$ cat config.mk
export PLATFORM = sky130hd
export DESIGN_NAME = fsk_tx_sequencer
export DESIGN_NICKNAME = d
export VERILOG_FILES = /design/src/rtl/fsk_tx_sequencer.sv
export SDC_FILE = /design/constraint.sdc
export NUM_CORES = 1
export LEC_CHECK = 0
export BUFFER_PORTS_ARGS = -buffer_cell sky130_fd_sc_hd__buf_2
export CORE_UTILIZATION = 53
export CTS_BUF_LIST = sky130_fd_sc_hd__clkbuf_16
export DETAILED_ROUTE_END_ITERATION = 10
export PLACE_DENSITY_LB_ADDON = 0.3
export SETUP_SLACK_MARGIN = 0.05
export SYNTH_ARGS = -nofsm -noshare
export SYNTH_HDL_FRONTEND = slang
export SYNTH_SLANG_ARGS = --single-unit
$ cat constraint.sdc
create_clock -name clk -period 2.2 [get_ports clk]
set_input_delay 0.11 -clock clk [delete_from_list [all_inputs] [get_ports clk]]
set_output_delay 0.11 -clock clk [all_outputs]
set_load 0.01 [all_outputs]
$ cat src/rtl/fsk_tx_sequencer.sv
// FSK transmit sequencer: accepts bytes over valid/ready into a one-entry
// holding buffer, frames each byte as start(0) + 8 data bits LSB first +
// stop(1), and generates the sample strobe / phase index for the modulator
// LUT. Symbols only change at phase wrap so the waveform stays continuous.
module fsk_tx_sequencer #(
  parameter int   PHASE_W         = 5,
  parameter int   CLKS_PER_SAMPLE = 1,
  parameter logic IDLE_BIT        = 1'b1
) (
  input  logic               clk,
  input  logic               reset,
  input  logic [7:0]         tx_data,
  input  logic               tx_valid,
  output logic               tx_ready,
  output logic               sample_en,
  output logic [PHASE_W-1:0] phase_idx,
  output logic               symbol_bit,
  output logic               symbol_start,
  output logic               busy,
  output logic               frame_done
);

  localparam int DIV_W = (CLKS_PER_SAMPLE > 1) ? $clog2(CLKS_PER_SAMPLE) : 1;
  localparam logic [DIV_W-1:0]   DIV_LAST   = DIV_W'(CLKS_PER_SAMPLE - 1);
  localparam logic [PHASE_W-1:0] PHASE_LAST = '1;

  typedef enum logic [1:0] {IDLE, START, DATA, STOP} state_t;

  state_t           state;
  logic [DIV_W-1:0] div_cnt;
  logic [3:0]       bit_cnt;
  logic [7:0]       buf_data;
  logic [7:0]       shift;
  logic             boundary;
  logic             push;
  logic             load;

  // tx_ready doubles as the "holding buffer empty" flag
  assign boundary = sample_en && (phase_idx == PHASE_LAST);
  assign push     = tx_valid && tx_ready;
  assign load     = boundary && !tx_ready && ((state == IDLE) || (state == STOP));

  // Sample divider: strobe on the clk after div_cnt reaches its last count
  always_ff @(posedge clk or negedge reset) begin
    if (!reset) begin
      div_cnt   <= '0;
      sample_en <= 1'b0;
    end else begin
      sample_en <= (div_cnt == DIV_LAST);
      div_cnt   <= (div_cnt == DIV_LAST) ? '0 : div_cnt + DIV_W'(1);
    end
  end

  // Free-running phase index; natural wrap at SPS-1 marks the symbol boundary
  always_ff @(posedge clk or negedge reset) begin
    if (!reset) begin
      phase_idx    <= '0;
      symbol_start <= 1'b0;
    end else begin
      symbol_start <= boundary;
      if (sample_en) begin
        phase_idx <= phase_idx + PHASE_W'(1);
      end
    end
  end

  // Byte storage (data path, not reset): capture on push, move to shifter on load
  always_ff @(posedge clk) begin
    if (push) begin
      buf_data <= tx_data;
    end
    if (load) begin
      shift <= buf_data;
    end
  end

  // Frame state machine; advances only on symbol boundaries
  always_ff @(posedge clk or negedge reset) begin
    if (!reset) begin
      state      <= IDLE;
      bit_cnt    <= '0;
      symbol_bit <= IDLE_BIT;
      busy       <= 1'b0;
      frame_done <= 1'b0;
      tx_ready   <= 1'b1;
    end else begin
      frame_done <= 1'b0;
      if (push) begin
        tx_ready <= 1'b0;
      end
      if (boundary) begin
        case (state)
          IDLE: begin
            if (!tx_ready) begin
              tx_ready   <= 1'b1;
              symbol_bit <= 1'b0;
              busy       <= 1'b1;
              state      <= START;
            end else begin
              symbol_bit <= IDLE_BIT;
            end
          end
          START: begin
            symbol_bit <= shift[0];
            bit_cnt    <= 4'd1;
            state      <= DATA;
          end
          DATA: begin
            if (bit_cnt < 4'd8) begin
              symbol_bit <= shift[bit_cnt[2:0]];
              bit_cnt    <= bit_cnt + 4'd1;
            end else begin
              symbol_bit <= 1'b1;
              state      <= STOP;
            end
          end
          STOP: begin
            frame_done <= 1'b1;
            if (!tx_ready) begin
              // another byte waiting: go straight into its start symbol
              tx_ready   <= 1'b1;
              symbol_bit <= 1'b0;
              state      <= START;
            end else begin
              symbol_bit <= IDLE_BIT;
              busy       <= 1'b0;
              state      <= IDLE;
            end
          end
          default: begin
            state <= IDLE;
          end
        endcase
      end
    end
  end

endmodule
Word level (Yosys, flattened, before mapping)
Cells that the tools add are included.

word-level totals
  register bits = 34
  input port bits = 11
  output and inout port bits = 11
  word-level logic and storage cells = 60

operators by class
  add/sub/neg operators = 3
  magnitude comparators = 2
  equal/unequal tests = 8
  muxes and demuxes = 21
  bitwise logic cells = 1
  reductions and logical operators = 13

operators by type and width
  kind                 number
  $mux 1               13
  $ne 2x2->1 const B   4
  $pmux 2 s4           1
  $pmux 4 s2           1
  $reduce_and 3->1     2
  $add 5x1->5 const B  1
  $eq 5x5->1 const B   1
  $add 4x1->4 const B  1
  $eq 2x2->1 const B   2
  $logic_and 1x1->1    4
  $lt 3x4->1 const B   1
  $lt 4x4->1 const B   1
  $mux 2               2
  $mux 4               1
  $reduce_and 4->1     1
  $reduce_bool 2->1    2
  $bmux 1 s3           1
  $pmux 1 s3           1
  $eq 2x1->1 const B   1
  $logic_not 2->1      1
  $pmux 1 s2           1
  $reduce_or 2->1      1
  $add 1x1->1 const B  1
  $logic_not 1->1      1
  other kinds (2)      2

Longest topological paths before layout
Gate-level depths: netlist of run 1.

  depth after elaboration = 5
  depth in mapped cells = 8
  gate-level depth less buffers = 8

Worst setup path before layout of run 1
Ideal clock, no wire load.

  path type = reg-to-reg
  from = reg phase_idx[0]
  to = reg shift[0] (enable)
  setup time = 385 ps
  arrival = 1,654 ps
  path slack = 161 ps
  stages on the path, launching flop included = 6
  path buffers = 0
  cells stage by stage = dfrtp_1 -> ha_1 -> and3_1 -> ha_1 -> nand2_1 -> nor3_1

on the way
  cells in the longest elaborated chain, start to end = 4

RTL lines
  what                             line  text
  from (decl)                      16    output logic [PHASE_W-1:0] phase_idx,
  from (signal assigned)           62    phase_idx <= phase_idx + PHASE_W'(1);
  $eq 5x5->1                       39    assign boundary = sample_en && (phase_idx == PHASE_LAST);
  $logic_and 1x1->1                39
  $logic_and 1x1->1 (2 in series)  41    assign load = boundary && !tx_ready && ((state == IDLE) || (state == STOP));
  via load                         36    logic load;
  to (signal assigned)             73    shift <= buf_data;
  to (decl)                        33    logic [7:0] shift;

The timed path passes the listed nets, and every way through them passes these cells.
A chain may end at the register's enable or synchronous reset.

Worst setup path in the final report of run 1
  from = reg phase_idx[0]
  to = reg state[1]

on the way
  cells in the longest elaborated chain, start to end = 3

RTL lines
  what                               line  text
  $eq 5x5->1                         39
  $logic_and 1x1->1                  39
  $reduce_and 3->1 (no source line)  -
  to (signal assigned)               80    state <= IDLE;
  to (signal assigned)               98    state <= START;
  to (signal assigned)               106   state <= DATA;
  to (decl)                          29    state_t state;

No other way between the ends.

==> results of run 1 <==
-- report_power, final --
group / switching, uW / internal (uW)
combinational: 184 / 183
clock: 234 / 408
sequential: 88.0 / 744
total: 506 / 1330
-- cells by family (layout without fill, tap and decap cells) --
family / Yosys count / after routing
flip-flops: 33 / 33
XOR/XNOR: 3 / 3
adder cells (fa/ha/maj): 8 / 8
AND/OR/NAND/NOR: 20 / 20
other: 1 / 1
buffers and inverters: 7 / 37
AO/OA/AOI/OAI: 21 / 21
multiplexers: 7 / 7
-- critical path: stages, from the launching register on --
cell     delay (ns)
dfrtp_1        0.41
ha_1           0.23
and3_1         0.15
ha_1           0.19
nand2_1        0.18
a221o_1        0.19
mux2_2         0.34
-- state kept, by name, indices dropped and copies added, names as in the netlist --
signal	flops
buf_data	8
shift	8
phase_idx	5
bit_cnt	4
state	2
busy	1
frame_done	1
sample_en	1
symbol_bit	1
symbol_start	1
tx_ready	1
-- metrics by stage --
step	util	total power [uW]	hold WS, ns
finish	0.685	1840	0.0118
global route	0.685	1930	0.00453
CTS	0.685	1860	0.00888
detailed placement	0.622	1210	0.0507
global placement	0.622	1190	0.0435
floorplan	-	1080	-0.186
-- cells in the final DEF, fill, tap and decap left out, types with 3 or more instances in the layout --
| master | count |
|---|---|
| a21oi_1 | 3 |
| a22o_1 | 3 |
| dfrtp_1 | 15 |
| edfxtp_1 | 16 |
| nor2_1 | 3 |
| inv_1 | 4 |
| buf_2 | 21 |
| mux2_2 | 4 |
| ha_1 | 8 |
| clkbuf_16 | 5 |
| o21ai_0 | 5 |
| nand2_1 | 5 |
-- final cells by class --
class,count,share of cell area
Sequential cell,33,0.531
Timing Repair Buffer,24,0.0775
Tap cell,30,0.0219
Multi-Input combinational cell,60,0.279
Clock buffer,5,0.0731
Clock inverter,3,0.00731
Inverter,5,0.0110
-- worst paths after layout --
kind / to / slack, ns / cells after the start
setup / recovery: state[1] / 0.41 / 6
hold / removal: buf_data[1] / 0.01 / 1
setup reg to reg: state[1] / 0.41 / 6
hold reg to reg: shift[2] / 0.41 / 0
max in group asynchronous: tx_ready / 1.59 / 2
min in group asynchronous: frame_done / 0.29 / 2
-- routing by layer --
layer  GRT usage  vias up
met4       0.114        0
li1            -      423
met5           0        -
met2       0.323       26
met1       0.248      430
met3      0.0593        6
==> reports/metrics.csv, run 1 <==
metric,value,unit
Synth Warn #,0,
Synth Area in Simple Gates,0.0792,
I/O Buffers,21,
fin crit period,1.79,ns
mux share of post-synthesis cell area,0.0616,
"flops & latches, synth",33,
Synth Instances,100,
Worst VDD drop,0.879,mV
CTS tree,yes,
Total Negative Setup Slacks,0,ns
Die H,53.8,um
"top cells by area, synth","edfxtp_1 (34%), dfrtp_1 (26%), ha_1 (7.0%), dfstp_2 (3.7%), mux2_2 (3.2%)",
first-pass GRT wire length,3860,um
xor/xnor share of the synthesized area,0.0185,
met2 WL,1150,um
Mapped Nets,119,
period utilisation layout,0.814,
io pins,22,
antenna-violating nets left,0,
largest family of logic cells by synthesized area,compound AO/OA/AOI/OAI gates,
top sig layer,met4,
placed insts,150,
nets,148,
routed len/inst,14.7,um
Post-CTS Setup Bufs,0,
initial antenna violation count,0,
RSZ-0062 raised after global routing,false,
CP Data Required Time,2.36,ns
worst hold path type,input port to register,
share of the synthesized area in the top cell type,0.338,
Post-Synth Adder-Cell Area,0.0704,
crit end category,register,
GPL Wtd Cong,0.864,
TritonCTS sink count,33,
Main synth FF type,edfxtp_1,
die width,53.8,um
Post-synth top cells,"edfxtp_1 (16), dfrtp_1 (15), ha_1 (8), nand2_1 (5), o21ai_0 (5)",
number of global-route vias before repair,844,
GRT Util Overall,0.204,
DRC Markers,0,
Async SR Flop Fraction,0.515,
Multi-input gate area,477,sq um
DIE AREA,2900,sq um
First-pass DRT Iterations,4,
Initial Util,0.569,
P per Cell Area,1080,nW/um^2
"Hold-fix buffers, CTS",2,
Vias/cell,5.53,
clk buf depth,2,
WP data arrival,1.95,ns
Pleak,0.000737,uW
Hold Crit Start,tx_data[1],
largest net degree at the start of global routing,18,
Crit Path Category,register to register,
clock-pin slew of the registers on the worst-case setup and hold paths,0.05,ns
Fillers,167,
fin area,1710,sq um
post-place setup slack,0.429,ns
met1 wire length,1070,um
placed cell areas,1550,sq um
mapped cell area,1420,sq um
max cap viols,0,
Max H-tree Level,2,
post-CTS resize count,0,
"area leader, netlist",edfxtp_1,
Final HPWL DP,1570,um
clock root buffer,clkbuf_16,
Area Growth Syn to Fin,20.3,%
met3 WL,90,um
initial DRC count,14,
grt total ovfl,0,
final setup vio count,0,
outcome,"finished, final reports clean",
Slew Limit Fails,0,
number of buffers created by CTS,5,
CORE AREA,2500,sq um
final count of hold timing violations,0,
clk_skew,0.00368,ns
worst-skew pair later-pin latency,0.27,ns
crit path max fanout,6,
"count leader, synth",edfxtp_1,
Post-synth EDFFs,16,
compound-gate portion of the synthesized area,0.103,
crit start category,register,
post-route insts no fill,160,
sequential cell area,908,sq um
Fmax,0.559,GHz
WL final,2360,um
CP startpoint,phase_idx[0],
Setup WS post-layout,0.410,ns
"Seq/Total Area, Yosys",0.639,
Syn Area/Cell,14.2,sq um
RR Startpoint,phase_idx[0],
Yosys cell types,36,
Placement Rows,18,
Ant. Diodes,0,
share of cells above drive strength 1,0.300,
via count,885,
Power figures use the tool's default switching activity.
==> run 2: changes to the inputs <==
- clock period: 2.2 -> 1.8 ns (I/O delays scaled with it)
==> run 2 against run 1 <==
Against the previous run:
- sequential cell count stayed put
- core utilization is 6.3 points higher
- clock skew is 0.0019 ns higher
- largest cell class unchanged
- clock-buffer cell count stayed put
- first-iteration DRC count is 21% higher
- clock power is 23% higher
- sequential power is 21% higher
- worst hold slack better by 0.25 ns
- highest routed layer unchanged
- design area is 9.1% higher
==> reports/metrics.csv, run 2 (synthesis gave the netlist of run 1 again) <==
metric,value,unit,change
outcome,"finished, final reports clean",,
Placement Rows,18,,unchanged
io pins,22,,unchanged
max cap viols,0,,unchanged
post-route insts no fill,173,,+8.1%
GPL Wtd Cong,0.822,,-4.9%
WP buf/inv,0,,unchanged
initial antenna violation count,0,,unchanged
Ant. Diodes,0,,unchanged
clk_skew,0.00560,ns,+0.00191 ns
DIE AREA,2900,sq um,unchanged
fin crit period,1.67,ns,-0.119 ns
clock-pin slew of the registers on the worst-case setup and hold paths,0.05,ns,about the same
via count,935,,+5.6%
CP startpoint,phase_idx[0],,
Fmax,0.598,GHz,+7.1%
routed len/inst,14.2,um,-3.9%
first-pass GRT wire length,4080,um,+5.5%
most frequent cells in the layout,"buf_2 (21), edfxtp_1 (16), dfrtp_1 (14), dlygate4sd3_1 (10), ha_1 (7)",,
biggest regs,"buf_data (8), shift (8), phase_idx (5)",,
largest net degree at the start of global routing,18,,unchanged
CTS tree,yes,,
met1 wire length,1110,um,+4.2%
Total Negative Setup Slacks,0,ns,unchanged
Crit Path Category,register to register,,
antenna-violating nets left,0,,unchanged
sequential cell area,910,sq um,+0.14%
crit start category,register,,
top sig layer,met4,,
TritonCTS sink count,33,,unchanged
grt total ovfl,0,,unchanged
Max H-tree Level,2,,unchanged
number of global-route vias before repair,901,,+6.8%
I/O Buffers,21,,unchanged
period utilisation layout,0.929,,+0.115
worst stage delay on the critical path,0.38,ns,-0.03 ns
Slew Limit Fails,0,,unchanged
CP endpoint,state[1],,
Die H,53.8,um,unchanged
nets,161,,+8.8%
Fillers,139,,-17%
Worst path depth,6,,unchanged
FF-to-FF path depth,6,,unchanged
First-pass DRT Iterations,4,,unchanged
Final HPWL DP,1610,um,+2.8%
WL final,2450,um,+3.9%
Worst VDD drop,0.963,mV,+9.5%
final setup vio count,0,,unchanged
worst-skew pair later-pin latency,0.27,ns,about the same
share of cells above drive strength 1,0.350,,+0.0497
Pleak,0.000795,uW,+7.9%
DRC Markers,0,,unchanged
CORE AREA,2500,sq um,unchanged
crit end category,register,,
CP top delay family,flip-flops,,
Area Growth Syn to Fin,31.3,%,
RR Startpoint,phase_idx[0],,
slack of the worst reg-to-reg path,0.13,ns,-0.28 ns
die width,53.8,um,unchanged
worst hold path type,input port to asynchronous set/reset pin,,
"most common cell after layout, fill and taps aside",buf_2,,
Multi-input gate area,502,sq um,+5.2%
CP Data Required Time,1.96,ns,-0.40 ns
GRT Util Overall,0.206,,+0.00228
Worst path slowest cell,dfrtp_1,,
RSZ-0062 raised after global routing,true,,
clk buf depth,2,,unchanged
final count of hold timing violations,0,,unchanged
met2 WL,1200,um,+4.5%
initial DRC count,17,,+3
placed insts,154,,+2.7%
WP data arrival,1.83,ns,-0.12 ns
Initial Util,0.569,,unchanged
Layout Utilization,0.747,,+0.0626
number of buffers created by CTS,5,,unchanged
R2R Path End,state[1],,
crit path max fanout,6,,unchanged
clock root buffer,clkbuf_16,,
crit-path cells,ha_2 > and3_1 > ha_1 > nand2_2 > a221o_1 > mux2_2,,
P per Cell Area,1260,nW/um^2,+17%
met3 WL,128,um,+42%
Vias/cell,5.40,,-2.3%
## run 2: worst min path at each step
stage,start,to,depth (start not counted),slack (ns)
2_1_floorplan,reset,bit_cnt[0],0,-0.21
3_3_place_gp,reset,busy,1,0.03
3_5_place_dp,reset,busy,1,0.03
4_1_cts,reset,busy,2,0.28
5_1_grt,reset,state[1],2,0.32
6_report,reset,state[0],2,0.26
## run 2: worst register-to-register path, delay by kind of cell (launching register included)
| kind | cells | cell delay, ns |
|---|---|---|
| DFF | 1 | 0.38 |
| adders and majority gates | 2 | 0.38 |
| muxes | 1 | 0.35 |
| and+or+nand+nor | 2 | 0.26 |
| AOI/OAI and AO/OA | 1 | 0.19 |
## run 2: cell type report
type / instances / share of cell area
clock buffer: 5 / 0.0670
inverter: 5 / 0.0100
sequential: 33 / 0.487
multi-input combinational: 60 / 0.269
timing repair buffer: 37 / 0.141
clock inverter: 3 / 0.00670
tap: 30 / 0.0201
## run 2: layer usage
layer,global-route usage,up-vias
li1,-,449
met1,0.254,449
met2,0.323,35
met3,0.0734,2
met4,0.0921,0
met5,0,-
## run 2: power breakdown
group / switching, uW / internal (uW)
registers: 98.5 / 911
clock network: 289 / 499
logic: 273 / 283
## run 2: per-stage QoR
stage / instance area, sq um / worst slack [ns] / hold WS [ns] / power (uW)
3_5_place_dp: 1610 / 0.0547 / 0.0341 / 1540
6_report: 1870 / 0.129 / 0.264 / 2350
3_3_place_gp: 1610 / 0.117 / 0.0282 / 1510
5_1_grt: 1870 / 0.0418 / 0.324 / 2490
2_1_floorplan: 1430 / 0.0231 / -0.206 / 1340
4_1_cts: 1850 / 0.108 / 0.280 / 2350
## run 2: repair_timing
action | in CTS | in global routing
gates resized for setup | 1 | 6
hold buffers | 10 | 0
endpoints found under the setup margin | 2 | 13
hold endpoints to repair | 24 | 0
setup buffers | 0 | 1
pin swaps | 0 | 2
==> run 3: changes to the inputs <==
- REMOVE_ABC_BUFFERS: not set -> 1
==> run 3 against run 2 <==
Against the previous run:
- die area unchanged
- routed wire length down 1.2%
- cell count down 1.2%
- clock power up 3.0%
- via count down 0.64%
==> reports/metrics.csv, run 3 (synthesis gave the netlist of run 1 again) <==
metric,value,unit,change
outcome,"finished, final reports clean",,
internal power,1690,uW,-0.25%
CP endpoint,state[1],,
initial antenna violation count,0,,unchanged
CORE AREA,2500,sq um,unchanged
final count of hold timing violations,0,,unchanged
max cap viols,0,,unchanged
Gate power share,0.222,,-0.014
GPL Wtd Cong,0.875,,+6.5%
Net Sw Power,652,uW,-1.3%
met3 WL,111,um,-13%
I/O Buffers,21,,unchanged
final setup vio count,0,,unchanged
io pins,22,,unchanged
WP data arrival,1.81,ns,-0.02 ns
worst hold path type,input port to asynchronous set/reset pin,,
met2 WL,1300,um,+8.3%
First-pass DRT Iterations,4,,unchanged
Placement Rows,18,,unchanged
sequential cell area,908,sq um,-0.14%
Area Growth Syn to Fin,29.2,%,
period utilisation layout,0.921,,-0.00769
Worst VDD drop,1.01,mV,+4.8%
Die H,53.8,um,unchanged
worst stage delay on the critical path,0.37,ns,about the same
via count,929,,-0.64%
Sequential Power Share,0.431,,+0.002
clock-pin slew of the registers on the worst-case setup and hold paths,0.05,ns,about the same
Ant. Diodes,0,,unchanged
biggest regs,"buf_data (8), shift (8), phase_idx (5)",,
P per Cell Area,1270,nW/um^2,+1.1%
crit start category,register,,
worst-skew pair later-pin latency,0.27,ns,about the same
RSZ-0062 raised after global routing,false,,
Max H-tree Level,2,,unchanged
Multi-input gate area,490,sq um,-2.2%
"most common cell after layout, fill and taps aside",buf_2,,
Pleak,0.000785,uW,-1.3%
slack of the worst reg-to-reg path,0.14,ns,about the same
number of global-route vias before repair,845,,-6.2%
Total Negative Setup Slacks,0,ns,unchanged
clock root buffer,clkbuf_16,,
WL final,2420,um,-1.2%
most frequent cells in the layout,"buf_2 (21), edfxtp_1 (16), dfrtp_1 (15), dlygate4sd3_1 (10), ha_1 (7)",,
die width,53.8,um,unchanged
GRT Util Overall,0.205,,-0.000728
Crit Path Category,register to register,,
CP top delay family,flip-flops,,
Worst path slowest cell,dfrtp_1,,
Vias/cell,5.43,,+0.52%
Fillers,154,,+11%
antenna-violating nets left,0,,unchanged
clk buf depth,2,,unchanged
fin crit period,1.66,ns,-0.0138 ns
TritonCTS sink count,33,,unchanged
nets,159,,-1.2%
Worst path depth,6,,unchanged
top sig layer,met4,,
DRC Markers,0,,unchanged
share of cells above drive strength 1,0.333,,-0.0163
R2R Path End,state[1],,
CTS tree,yes,,
routed len/inst,14.2,um,about the same
first-pass GRT wire length,3950,um,-3.2%
Sw Ratio,0.279,,-0.00211
initial DRC count,16,,-1
DIE AREA,2900,sq um,unchanged
power consumption,2340,uW,-0.54%
RR Startpoint,phase_idx[1],,
grt total ovfl,0,,unchanged
CP startpoint,phase_idx[1],,
Final HPWL DP,1540,um,-4.5%
WP buf/inv,0,,unchanged
crit path max fanout,6,,unchanged
Slew Limit Fails,0,,unchanged
number of buffers created by CTS,5,,unchanged
Initial Util,0.569,,unchanged
FF-to-FF path depth,6,,unchanged
Fmax,0.603,GHz,+0.83%
Clk pwr share,0.347,,+0.012
CP Data Required Time,1.96,ns,about the same
largest net degree at the start of global routing,18,,unchanged
met1 wire length,988,um,-11%
crit-path cells,ha_1 > and3_1 > ha_2 > nand2_4 > a221o_1 > mux2_2,,
crit end category,register,,
clk_skew,0.00279,ns,-0.00281 ns
[run 3: changes by cell type in the layout (fill, tap and decap cells not counted), sizes merged]
cell / previous run / this run
buf: 27 / 25
clkinvlp: 0 / 3
clkinv: 3 / 0
[run 3: area by class of cell]
| class | instances | area share |
|---|---|---|
| clock buffer | 5 | 0.0681 |
| timing repair buffer | 35 | 0.128 |
| multi-input combinational | 60 | 0.267 |
| inverter | 5 | 0.0102 |
| tap | 30 | 0.0204 |
| sequential | 33 | 0.494 |
| clock inverter | 3 | 0.0123 |
[run 3: routing by layer]
metal	up-vias	track usage
li1	448	-
met3	4	0.0593
met5	-	0
met1	453	0.252
met4	0	0.0921
met2	24	0.333
[run 3: metrics by stage]
stage          cells  hold WS, ns  utilization  area [sq um]  setup WS, ns
4_1_cts          170        0.277        0.728          1820        0.0896
3_3_place_gp     152       0.0257        0.628          1570        0.0890
2_1_floorplan     98       -0.206            -          1400        -0.249
3_5_place_dp     152       0.0307        0.628          1570        0.0338
6_report         171        0.266        0.735          1840         0.142
5_1_grt          171        0.319        0.735          1840        0.0482
[run 3: power groups by stage]
stage	logic (uW)	registers [uW]	clock network, uW
6_report	519	1010	812
5_1_grt	577	1030	861
4_1_cts	494	1010	835
3_5_place_dp	473	1020	0
3_3_place_gp	453	1020	0
2_1_floorplan	264	1050	0
[run 3: how the worst min path moves through the flow]
stage | startpoint | endpoint | slack, ns | cells after the start
2_1_floorplan | reset | bit_cnt[0] | -0.21 | 0
3_3_place_gp | reset | state[0] | 0.03 | 1
3_5_place_dp | reset | state[0] | 0.03 | 1
4_1_cts | reset | phase_idx[1] | 0.28 | 2
5_1_grt | reset | frame_done | 0.32 | 2
6_report | reset | state[0] | 0.27 | 2
[run 3: worst register-to-register path: stages (launching register included)]
cell and delay [ns]:
dfrtp_1 0.37, ha_1 0.17, and3_1 0.15, ha_2 0.20, nand2_4 0.08, a221o_1 0.30, mux2_2 0.27
[run 3: what timing repair did]
action                     in CTS  in global routing
setup endpoints to repair       3                  6
hold buffers                   10                  0
hold endpoints to repair       24                  0
gates resized for setup         1                  6
pin swaps                       0                  1
setup buffers                   0                  1
